## config.mk

```make
export PLATFORM = sky130hd
export DESIGN_NAME = reaction_timer_fsm_flat
export DESIGN_NICKNAME = d
export VERILOG_FILES = /design/src/rtl/reaction_timer_fsm_if.sv /design/src/rtl/reaction_timer_fsm.sv /design/src/flat_wrapper.sv
export SDC_FILE = /design/constraint.sdc
export NUM_CORES = 1
export LEC_CHECK = 0
export ABC_CLOCK_PERIOD_IN_PS = 7850
export CAP_MARGIN = 30
export CORE_ASPECT_RATIO = 1.25
export CORE_MARGIN = 2
export CORE_UTILIZATION = 40
export DETAILED_ROUTE_END_ITERATION = 8
export GPL_TIMING_DRIVEN = 1
export SYNTH_ARGS = -nofsm -noshare
export SYNTH_HDL_FRONTEND = slang
export SYNTH_SLANG_ARGS = --single-unit
```

## constraint.sdc

```tcl
create_clock -name clk -period 7.85 [get_ports clk]
set_clock_uncertainty 0.05 [all_clocks]
set_input_delay 2.355 -clock clk [delete_from_list [all_inputs] [get_ports clk]]
set_output_delay 2.355 -clock clk [all_outputs]
set_load 0.01 [all_outputs]
```

## src/rtl/reaction_timer_fsm_if.sv

```systemverilog
// Signal bundle between the reaction timer and its surroundings (LFSR,
// debounced buttons, display/scoring). All DUT outputs are registered or
// decoded from the state register. generate_num is a one-cycle request and
// carries no acknowledge: the LFSR advances at the edge that samples it.
interface reaction_timer_fsm_if;
  logic        start;
  logic        react;
  logic [7:0]  random_number;
  logic        generate_num;
  logic        led_go;
  logic        busy;
  logic [13:0] reaction_ms;
  logic        result_valid;
  logic        false_start;
  logic        timeout;
  logic [2:0]  state_dbg;

  // Timer side
  modport slave (
    input  start, react, random_number,
    output generate_num, led_go, busy, reaction_ms,
           result_valid, false_start, timeout, state_dbg
  );

  // Environment side
  modport master (
    output start, react, random_number,
    input  generate_num, led_go, busy, reaction_ms,
           result_valid, false_start, timeout, state_dbg
  );
endinterface

```

## src/rtl/reaction_timer_fsm.sv

```systemverilog
// Reaction timer: requests a random number, waits a random pre-go delay,
// lights GO and measures the user's reaction time in milliseconds.
// A start seen in IDLE/DONE/FALSE/TMO raises generate_num for one cycle and
// stays in place during that cycle, so the LFSR has advanced when LOAD
// samples random_number on the following cycle.
module reaction_timer_fsm #(
  parameter int TICKS_PER_MS   = 50000,
  parameter int DELAY_BASE_MS  = 1000,
  parameter int DELAY_SCALE_MS = 8,
  parameter int TIMEOUT_MS     = 9999
) (
  input  logic                  clk,
  input  logic                  rst,
  reaction_timer_fsm_if.slave   tmr
);

  typedef enum logic [2:0] {
    S_IDLE  = 3'd0,
    S_LOAD  = 3'd1,
    S_WAIT  = 3'd2,
    S_GO    = 3'd3,
    S_DONE  = 3'd4,
    S_FALSE = 3'd5,
    S_TMO   = 3'd6
  } state_e;

  localparam int            PW         = (TICKS_PER_MS > 1) ? $clog2(TICKS_PER_MS) : 1;
  localparam logic [PW-1:0] PRESC_LAST = PW'(TICKS_PER_MS - 1);
  localparam logic [13:0]   TMO_VAL    = 14'(TIMEOUT_MS);
  localparam logic [13:0]   TMO_LAST   = 14'(TIMEOUT_MS - 1);

  state_e        state_q, state_d;
  logic          gen_q, gen_d;
  logic [PW-1:0] presc_q;
  logic [11:0]   delay_q;
  logic [13:0]   ms_q;
  logic [13:0]   rms_q;
  logic          tick;
  logic          timing;

  assign tick   = (presc_q == PRESC_LAST);
  assign timing = (state_q == S_WAIT) || (state_q == S_GO);

  // State register and the registered LFSR request
  always_ff @(posedge clk) begin
    if (rst) begin
      state_q <= S_IDLE;
      gen_q   <= 1'b0;
    end else begin
      state_q <= state_d;
      gen_q   <= gen_d;
    end
  end

  // Next-state logic; react has priority over the coincident final tick
  always_comb begin
    state_d = state_q;
    gen_d   = 1'b0;
    case (state_q)
      S_IDLE, S_DONE, S_FALSE, S_TMO: begin
        if (gen_q)               state_d = S_LOAD;
        else if (tmr.start)      gen_d   = 1'b1;
      end
      S_LOAD:                    state_d = S_WAIT;
      S_WAIT: begin
        if (tmr.react)                      state_d = S_FALSE;
        else if (tick && delay_q == 12'd1)  state_d = S_GO;
      end
      S_GO: begin
        if (tmr.react)                      state_d = S_DONE;
        else if (tick && ms_q == TMO_LAST)  state_d = S_TMO;
      end
      default:                   state_d = S_IDLE;
    endcase
  end

  // Prescaler, delay down-counter, ms up-counter and the result register
  always_ff @(posedge clk) begin
    if (rst) begin
      presc_q <= '0;
      delay_q <= '0;
      ms_q    <= '0;
      rms_q   <= '0;
    end else begin
      // Restart the ms prescaler whenever WAIT or GO is entered
      if (state_d != state_q || !timing || tick) presc_q <= '0;
      else                                       presc_q <= presc_q + PW'(1);

      if (state_q == S_LOAD)
        delay_q <= 12'(DELAY_BASE_MS + DELAY_SCALE_MS * int'(tmr.random_number));
      else if (state_q == S_WAIT && tick)
        delay_q <= delay_q - 12'd1;

      if (state_q != S_GO) ms_q <= '0;
      else if (tick)       ms_q <= ms_q + 14'd1;

      if (state_q == S_GO) begin
        if (tmr.react)                      rms_q <= ms_q;
        else if (tick && ms_q == TMO_LAST)  rms_q <= TMO_VAL;
      end
    end
  end

  // Outputs decoded from registered state only
  always_comb begin
    tmr.generate_num = gen_q;
    tmr.led_go       = (state_q == S_GO);
    tmr.busy         = (state_q == S_LOAD) || (state_q == S_WAIT) || (state_q == S_GO);
    tmr.result_valid = (state_q == S_DONE);
    tmr.false_start  = (state_q == S_FALSE);
    tmr.timeout      = (state_q == S_TMO);
    tmr.reaction_ms  = rms_q;
    tmr.state_dbg    = state_q;
  end

endmodule

```

## src/flat_wrapper.sv

```systemverilog
// flat-port wrapper written by rule: the top's interface ports become plain ports
module reaction_timer_fsm_flat 
#(
  parameter int TICKS_PER_MS   = 50000,
  parameter int DELAY_BASE_MS  = 1000,
  parameter int DELAY_SCALE_MS = 8,
  parameter int TIMEOUT_MS     = 9999
)
  (clk, rst, tmr_start, tmr_react, tmr_random_number, tmr_generate_num, tmr_led_go, tmr_busy, tmr_reaction_ms, tmr_result_valid, tmr_false_start, tmr_timeout, tmr_state_dbg);
  reaction_timer_fsm_if tmr_i ();
  input  logic clk;
  input  logic rst;
  input wire logic [$bits(tmr_i.start)-1:0] tmr_start;
  input wire logic [$bits(tmr_i.react)-1:0] tmr_react;
  input wire logic [$bits(tmr_i.random_number)-1:0] tmr_random_number;
  output wire logic [$bits(tmr_i.generate_num)-1:0] tmr_generate_num;
  output wire logic [$bits(tmr_i.led_go)-1:0] tmr_led_go;
  output wire logic [$bits(tmr_i.busy)-1:0] tmr_busy;
  output wire logic [$bits(tmr_i.reaction_ms)-1:0] tmr_reaction_ms;
  output wire logic [$bits(tmr_i.result_valid)-1:0] tmr_result_valid;
  output wire logic [$bits(tmr_i.false_start)-1:0] tmr_false_start;
  output wire logic [$bits(tmr_i.timeout)-1:0] tmr_timeout;
  output wire logic [$bits(tmr_i.state_dbg)-1:0] tmr_state_dbg;
  assign tmr_i.start = tmr_start;
  assign tmr_i.react = tmr_react;
  assign tmr_i.random_number = tmr_random_number;
  assign tmr_generate_num = tmr_i.generate_num;
  assign tmr_led_go = tmr_i.led_go;
  assign tmr_busy = tmr_i.busy;
  assign tmr_reaction_ms = tmr_i.reaction_ms;
  assign tmr_result_valid = tmr_i.result_valid;
  assign tmr_false_start = tmr_i.false_start;
  assign tmr_timeout = tmr_i.timeout;
  assign tmr_state_dbg = tmr_i.state_dbg;
  reaction_timer_fsm #(.TICKS_PER_MS(TICKS_PER_MS), .DELAY_BASE_MS(DELAY_BASE_MS), .DELAY_SCALE_MS(DELAY_SCALE_MS), .TIMEOUT_MS(TIMEOUT_MS)) u_core (.clk(clk), .rst(rst), .tmr(tmr_i));
endmodule
```

=== After elaboration in Yosys (flattened, before gate mapping) ===
Cells that the tools add are included.

* Bitwise logic cells: 1
* Eq/ne operators: 11
* Muxes and demuxes: 11
* Reductions and logical operators: 17
* Add/subtract/negate cells: 4

{| class="wikitable"
|+ Operator list
! kind !! count
|-
| 14-bit two-way mux || 2
|-
| 12-bit two-way mux || 2
|-
| 16-bit by 1-bit adder with 16-bit output (second input constant) || 1
|-
| 16-bit == test (second input constant) || 1
|-
| 3-bit two-way mux || 5
|-
| 14-bit by 1-bit adder with 14-bit output (second input constant) || 1
|-
| 14-bit == test (second input constant) || 1
|-
| 10-bit by 11-bit adder with 12-bit output (first input constant) || 1
|-
| 12-bit by 1-bit == test with 1-bit output (second input constant) || 1
|-
| 3-bit one-hot mux with 4 select lines || 1
|-
| 12-bit by 1-bit subtractor with 12-bit output (second input constant) || 1
|-
| 3-bit == test (second input constant) || 3
|-
| 3-bit by 2-bit == test with 1-bit output (second input constant) || 2
|-
| 1-bit logical OR || 5
|-
| 2-bit nonzero test || 2
|-
| 2-bit OR reduction || 2
|-
| 4-bit OR reduction || 1
|-
| 3-bit by 1-bit == test with 1-bit output (second input constant) || 1
|-
| 1-bit logical AND || 3
|-
| 3-bit logical NOT || 1
|-
| 3-bit by 2-bit != test with 1-bit output (second input constant) || 1
|-
| 3-bit != test || 1
|-
| 3-bit OR reduction || 1
|-
| 2-bit AND reduction || 1
|-
| other kinds (3) || 3
|}

* Register bits after elaboration: 60
* Bits of input ports: 12
* Output and inout bits: 23
* Word-level logic and storage cells: 50

=== Longest topological paths before layout ===
* Word-level depth: 9
* Mapped depth: 8

=== Worst setup path after synthesis ===
No wires, ideal clock.

* Path type: input to register
* Start: input tmr_random_number[5]
* End: register u_core.delay_q[10]
* Stages: 5
* Data arrival time: 3.537 ns
* Setup slack: 4.178 ns
* Data required time: 7.714 ns
* Buffers on the path: 0
* Cells stage by stage: or4_1 -> a211oi_1 -> xnor2_1 -> nor2_1 -> a211oi_1

* Word-level cells in the longest chain between the ends: 2

{| class="wikitable"
|+ RTL lines
! what !! RTL line !! source
|-
| start: declaration || flat_wrapper.sv:15 || <nowiki>input wire logic [$bits(tmr_i.random_number)-1:0] tmr_random_number;</nowiki>
|-
| 10-bit by 11-bit adder with 12-bit output || reaction_timer_fsm.sv:90 || <nowiki>delay_q <= 12'(DELAY_BASE_MS + DELAY_SCALE_MS * int'(tmr.random_number));</nowiki>
|-
| 12-bit two-way mux || reaction_timer_fsm.sv:89 || <nowiki>if (state_q == S_LOAD)</nowiki>
|-
| end signal: assignment || reaction_timer_fsm.sv:90 ||
|-
| end signal: assignment || reaction_timer_fsm.sv:92 || <nowiki>delay_q <= delay_q - 12'd1;</nowiki>
|-
| end: declaration || reaction_timer_fsm.sv:35 || <nowiki>logic [11:0] delay_q;</nowiki>
|}

No other way between the ends.
A chain may end at the register's enable or synchronous reset.

=== Final worst setup path ===
* Start: register u_core.state_q[1] (netlist: u_core.tmr.state_dbg[1])
* End: output tmr_led_go

* Word-level cells in the longest chain between the ends: 1

{| class="wikitable"
|+ RTL lines
! what !! RTL line !! source
|-
| start: declaration || reaction_timer_fsm.sv:32 || <nowiki>state_e state_q, state_d;</nowiki>
|-
| start signal: assignment || reaction_timer_fsm.sv:50 || <nowiki>state_q <= state_d;</nowiki>
|-
| 3-bit by 2-bit == test with 1-bit output || reaction_timer_fsm.sv:107 || <nowiki>tmr.led_go = (state_q == S_GO);</nowiki>
|-
| end: declaration || flat_wrapper.sv:17 || <nowiki>output wire logic [$bits(tmr_i.led_go)-1:0] tmr_led_go;</nowiki>
|}

No other way between the ends.

==> metrics.yaml <==
routing:
  post_drt_wl_per_cell_um: 13.36
  via_per_inst: 5.304
  top_layer: "met4"
  routed_wl_mm: 6.411
  drc: 0
  dr_total_vias: 2546
  met1Wirelength_mm: 2.859
  drt-initial-drc-count: 117
  dr.pass1.iters: 4
  wl_met2_mm: 3.204
  wl_met3_um: 199
  drtAntennaViolNets: 0
sta:
  setup_violations: 0
  rsz0062_at_grt: "no"
  whs_ns: 0.4007
  fmaxAchievable_mhz: 221.5
  finalMaxSlewViolations: 0
  relSlewSlack_pct: 55.17
  fin_tns_setup_ns: 0
  hold_violations: 0
  finalWorstPathRequiredPeriod_ns: 4.515
  period_share_pct: 57.51
  tightest_slew_ns: 0.6673
min_path:
  hold-path-endpoint: "u_core.tmr.reaction_ms[13]$_SDFFE_PP0P_"
  hp-class: "flop to flop"
  holdPathStages: 2
  min_from: "u_core.tmr.reaction_ms[13]$_SDFFE_PP0P_"
place:
  io_buffers: 34
  gp_congestion: 0.7918
  place_inst: 464
  dpl-instance-area_um2: 3391
  dp_hpwl_mm: 4.591
floorplanning:
  pin_count: 35
  die_w_um: 81.45
  core_area_um2: 7313
  dieArea_um2: 8211
  die_h_um: 100.8
  fp-row-count: 35
  start_util_pct: 41.01
synth:
  ys_top_cells_by_area: "dfxtp_1 40%, xnor2_1 6.7%, nor2_1 5.5%"
  synth_fp_nets: 372
  synth_top_area_share_pct: 40.05
  synth-edff-count: 0
  ys_types: 43
  synthTopCellsByCount: "60 x dfxtp_1, 44 x nor2_1, 23 x xnor2_1"
  netlist_area_um2: 2999
  synth.avg_cell_area_um2: 8.472
  async_reset_ff_share_pct: 0
  synth_seq_cells: 60
  synth_area_leader_cell: "dfxtp_1"
  synth_flop_cell: "dfxtp_1"
  syn_inst: 354
  yosys_warnings: 0
  synth.most_common_cell: "dfxtp_1"
  ys_seq_area_share_pct: 40.05
global_routing:
  grt_first_pass_wirelength_mm: 10.67
  grt.total_usage_pct: 16.88
  grt_overflow: 0
  grt_pass1_vias: 2352
  antenna_found_initial: 0
  grt_max_degree: 33
setup_path:
  arrival_ns: 2.11
  critical_path_class: "flop to output port"
  crit_required_ns: 5.45
  crit_fanout: 18
  cp-start-kind: "flop"
  ff2ff_setup_slack_ns: 5.12
  r2r-start: "u_core.presc_q[0]$_SDFF_PP0_"
  reg2regPathDepth: 6
  worstReg2RegEnd: "u_core.ms_q[12]$_SDFFE_PP0P_"
  endpoint_kind: "output port"
finish:
  area_delta_synth_final_pct: 19.82
  fin_cells: 480
  nets: 401
  final_core_util_pct: 49.14
  finalInstanceArea_um2: 3593
  drive_gt1_share_pct: 7.990
  n_antenna_cell: 0
clock_network:
  clkTransAtPathRegs_ns: 0.07
  root_buffer: "clkbuf_8"
  cts_tree: "yes"
  clockBufferDepth: 2
  hold_buffers: 0
  ctsResizeCount: 0
  clock_sinks: 60
  postCtsSetupBuffers: 0
  worst_skew_pair.late_latency_ns: 0.34
  cts_max_level: 3
  cts-buffers-inserted: 9
job:
  cap_violations: 0
power_and_ir_drop:
  ir_drop_mv: 0.08586
  power_density_nw_per_um2: 182.6
  cellLeakagePower_nw: 1.129
outcome:
  run_status: "completed"
==> state kept, by name, summed over array words and instances (netlist names) <==
name                     count
u_core.delay_q              12
u_core.tmr.state_dbg         3
u_core.tmr.generate_num      1
u_core.presc_q              16
u_core.tmr.reaction_ms      14
u_core.ms_q                 14
==> worst max-delay path, stage by stage (launching register included) <==
cell	delay [ns]
dfxtp_1	0.64
nand3_1	0.36
inv_1	0.21
clkdlybuf4s50_1	0.56
==> worst max-delay path by stage <==
stage	endpoint	slack, ns	cells past startpoint	startpoint
3_5_place_dp	u_core.tmr.state_dbg[0]$_SDFF_PP0_	3.38	6	rst
6_report	tmr_led_go	3.34	3	u_core.tmr.state_dbg[1]$_SDFF_PP0_
3_3_place_gp	u_core.tmr.state_dbg[0]$_SDFF_PP0_	3.43	6	rst
5_1_grt	tmr_led_go	3.15	3	u_core.tmr.state_dbg[1]$_SDFF_PP0_
4_1_cts	tmr_led_go	3.30	3	u_core.tmr.state_dbg[1]$_SDFF_PP0_
2_1_floorplan	u_core.delay_q[10]$_SDFFE_PP0P_	4.18	5	tmr_random_number[5]
==> cells by family after synthesis <==
family	synth area share, %
and+or+nand+nor	29.41
adders and majority gates	2.503
DFF	40.05
buffers and inverters	4.756
xor gates and xnor gates	10.51
muxes	1.043
AOI/OAI and AO/OA	11.72
==> routing by layer <==
layer  global-route usage, %  vias up
li1                        -     1328
met1                   19.56     1166
met2                   28.44       39
met3                   4.032       13
met4                   8.735        0
met5                       0        -
==> layout make-up <==
type / count / area [µm²]
well taps: 92 / 115.1
multi-input cells: 258 / 1655
inverters: 19 / 71.32
clock buffers: 12 / 155.1
repair buffers: 35 / 347.8
clock inverters: 4 / 47.55
flip-flops and latches: 60 / 1201
fillers: 722 / 3720
==> report_power, final <==
group / switching (W) / internal, W
sequential: 0.00000891 / 0.000311
combinational: 0.0000271 / 0.0000266
clock: 0.000120 / 0.000163
==> per-stage QoR <==
stage / setup slack [ns] / power (W)
floorplan: 4.178 / 0.0003592
global placement: 3.434 / 0.0003803
detailed placement: 3.381 / 0.0003806
CTS: 3.297 / 0.0006659
global route: 3.152 / 0.0006864
finish: 3.335 / 0.0006562
==> cell usage in the layout (no fill, tap or decap), types with 4 or more instances in the layout <==
master,n
dfxtp_1,60
nor2_1,44
clkdlybuf4s50_1,34
xnor2_1,23
inv_1,19
nand3_1,16
nor3_1,15
nor4_1,14
a21oi_1,14
a211oi_1,13
xor2_1,13
nand2_1,12
clkbuf_8,11
or3_1,9
nand4_1,9
and3_1,6
o21ai_0,6
or3b_2,6
a22oi_1,6
ha_1,6
nand2b_1,5
a31oi_1,4
or4_1,4
Note: power is estimated with default switching activity, not from simulation.
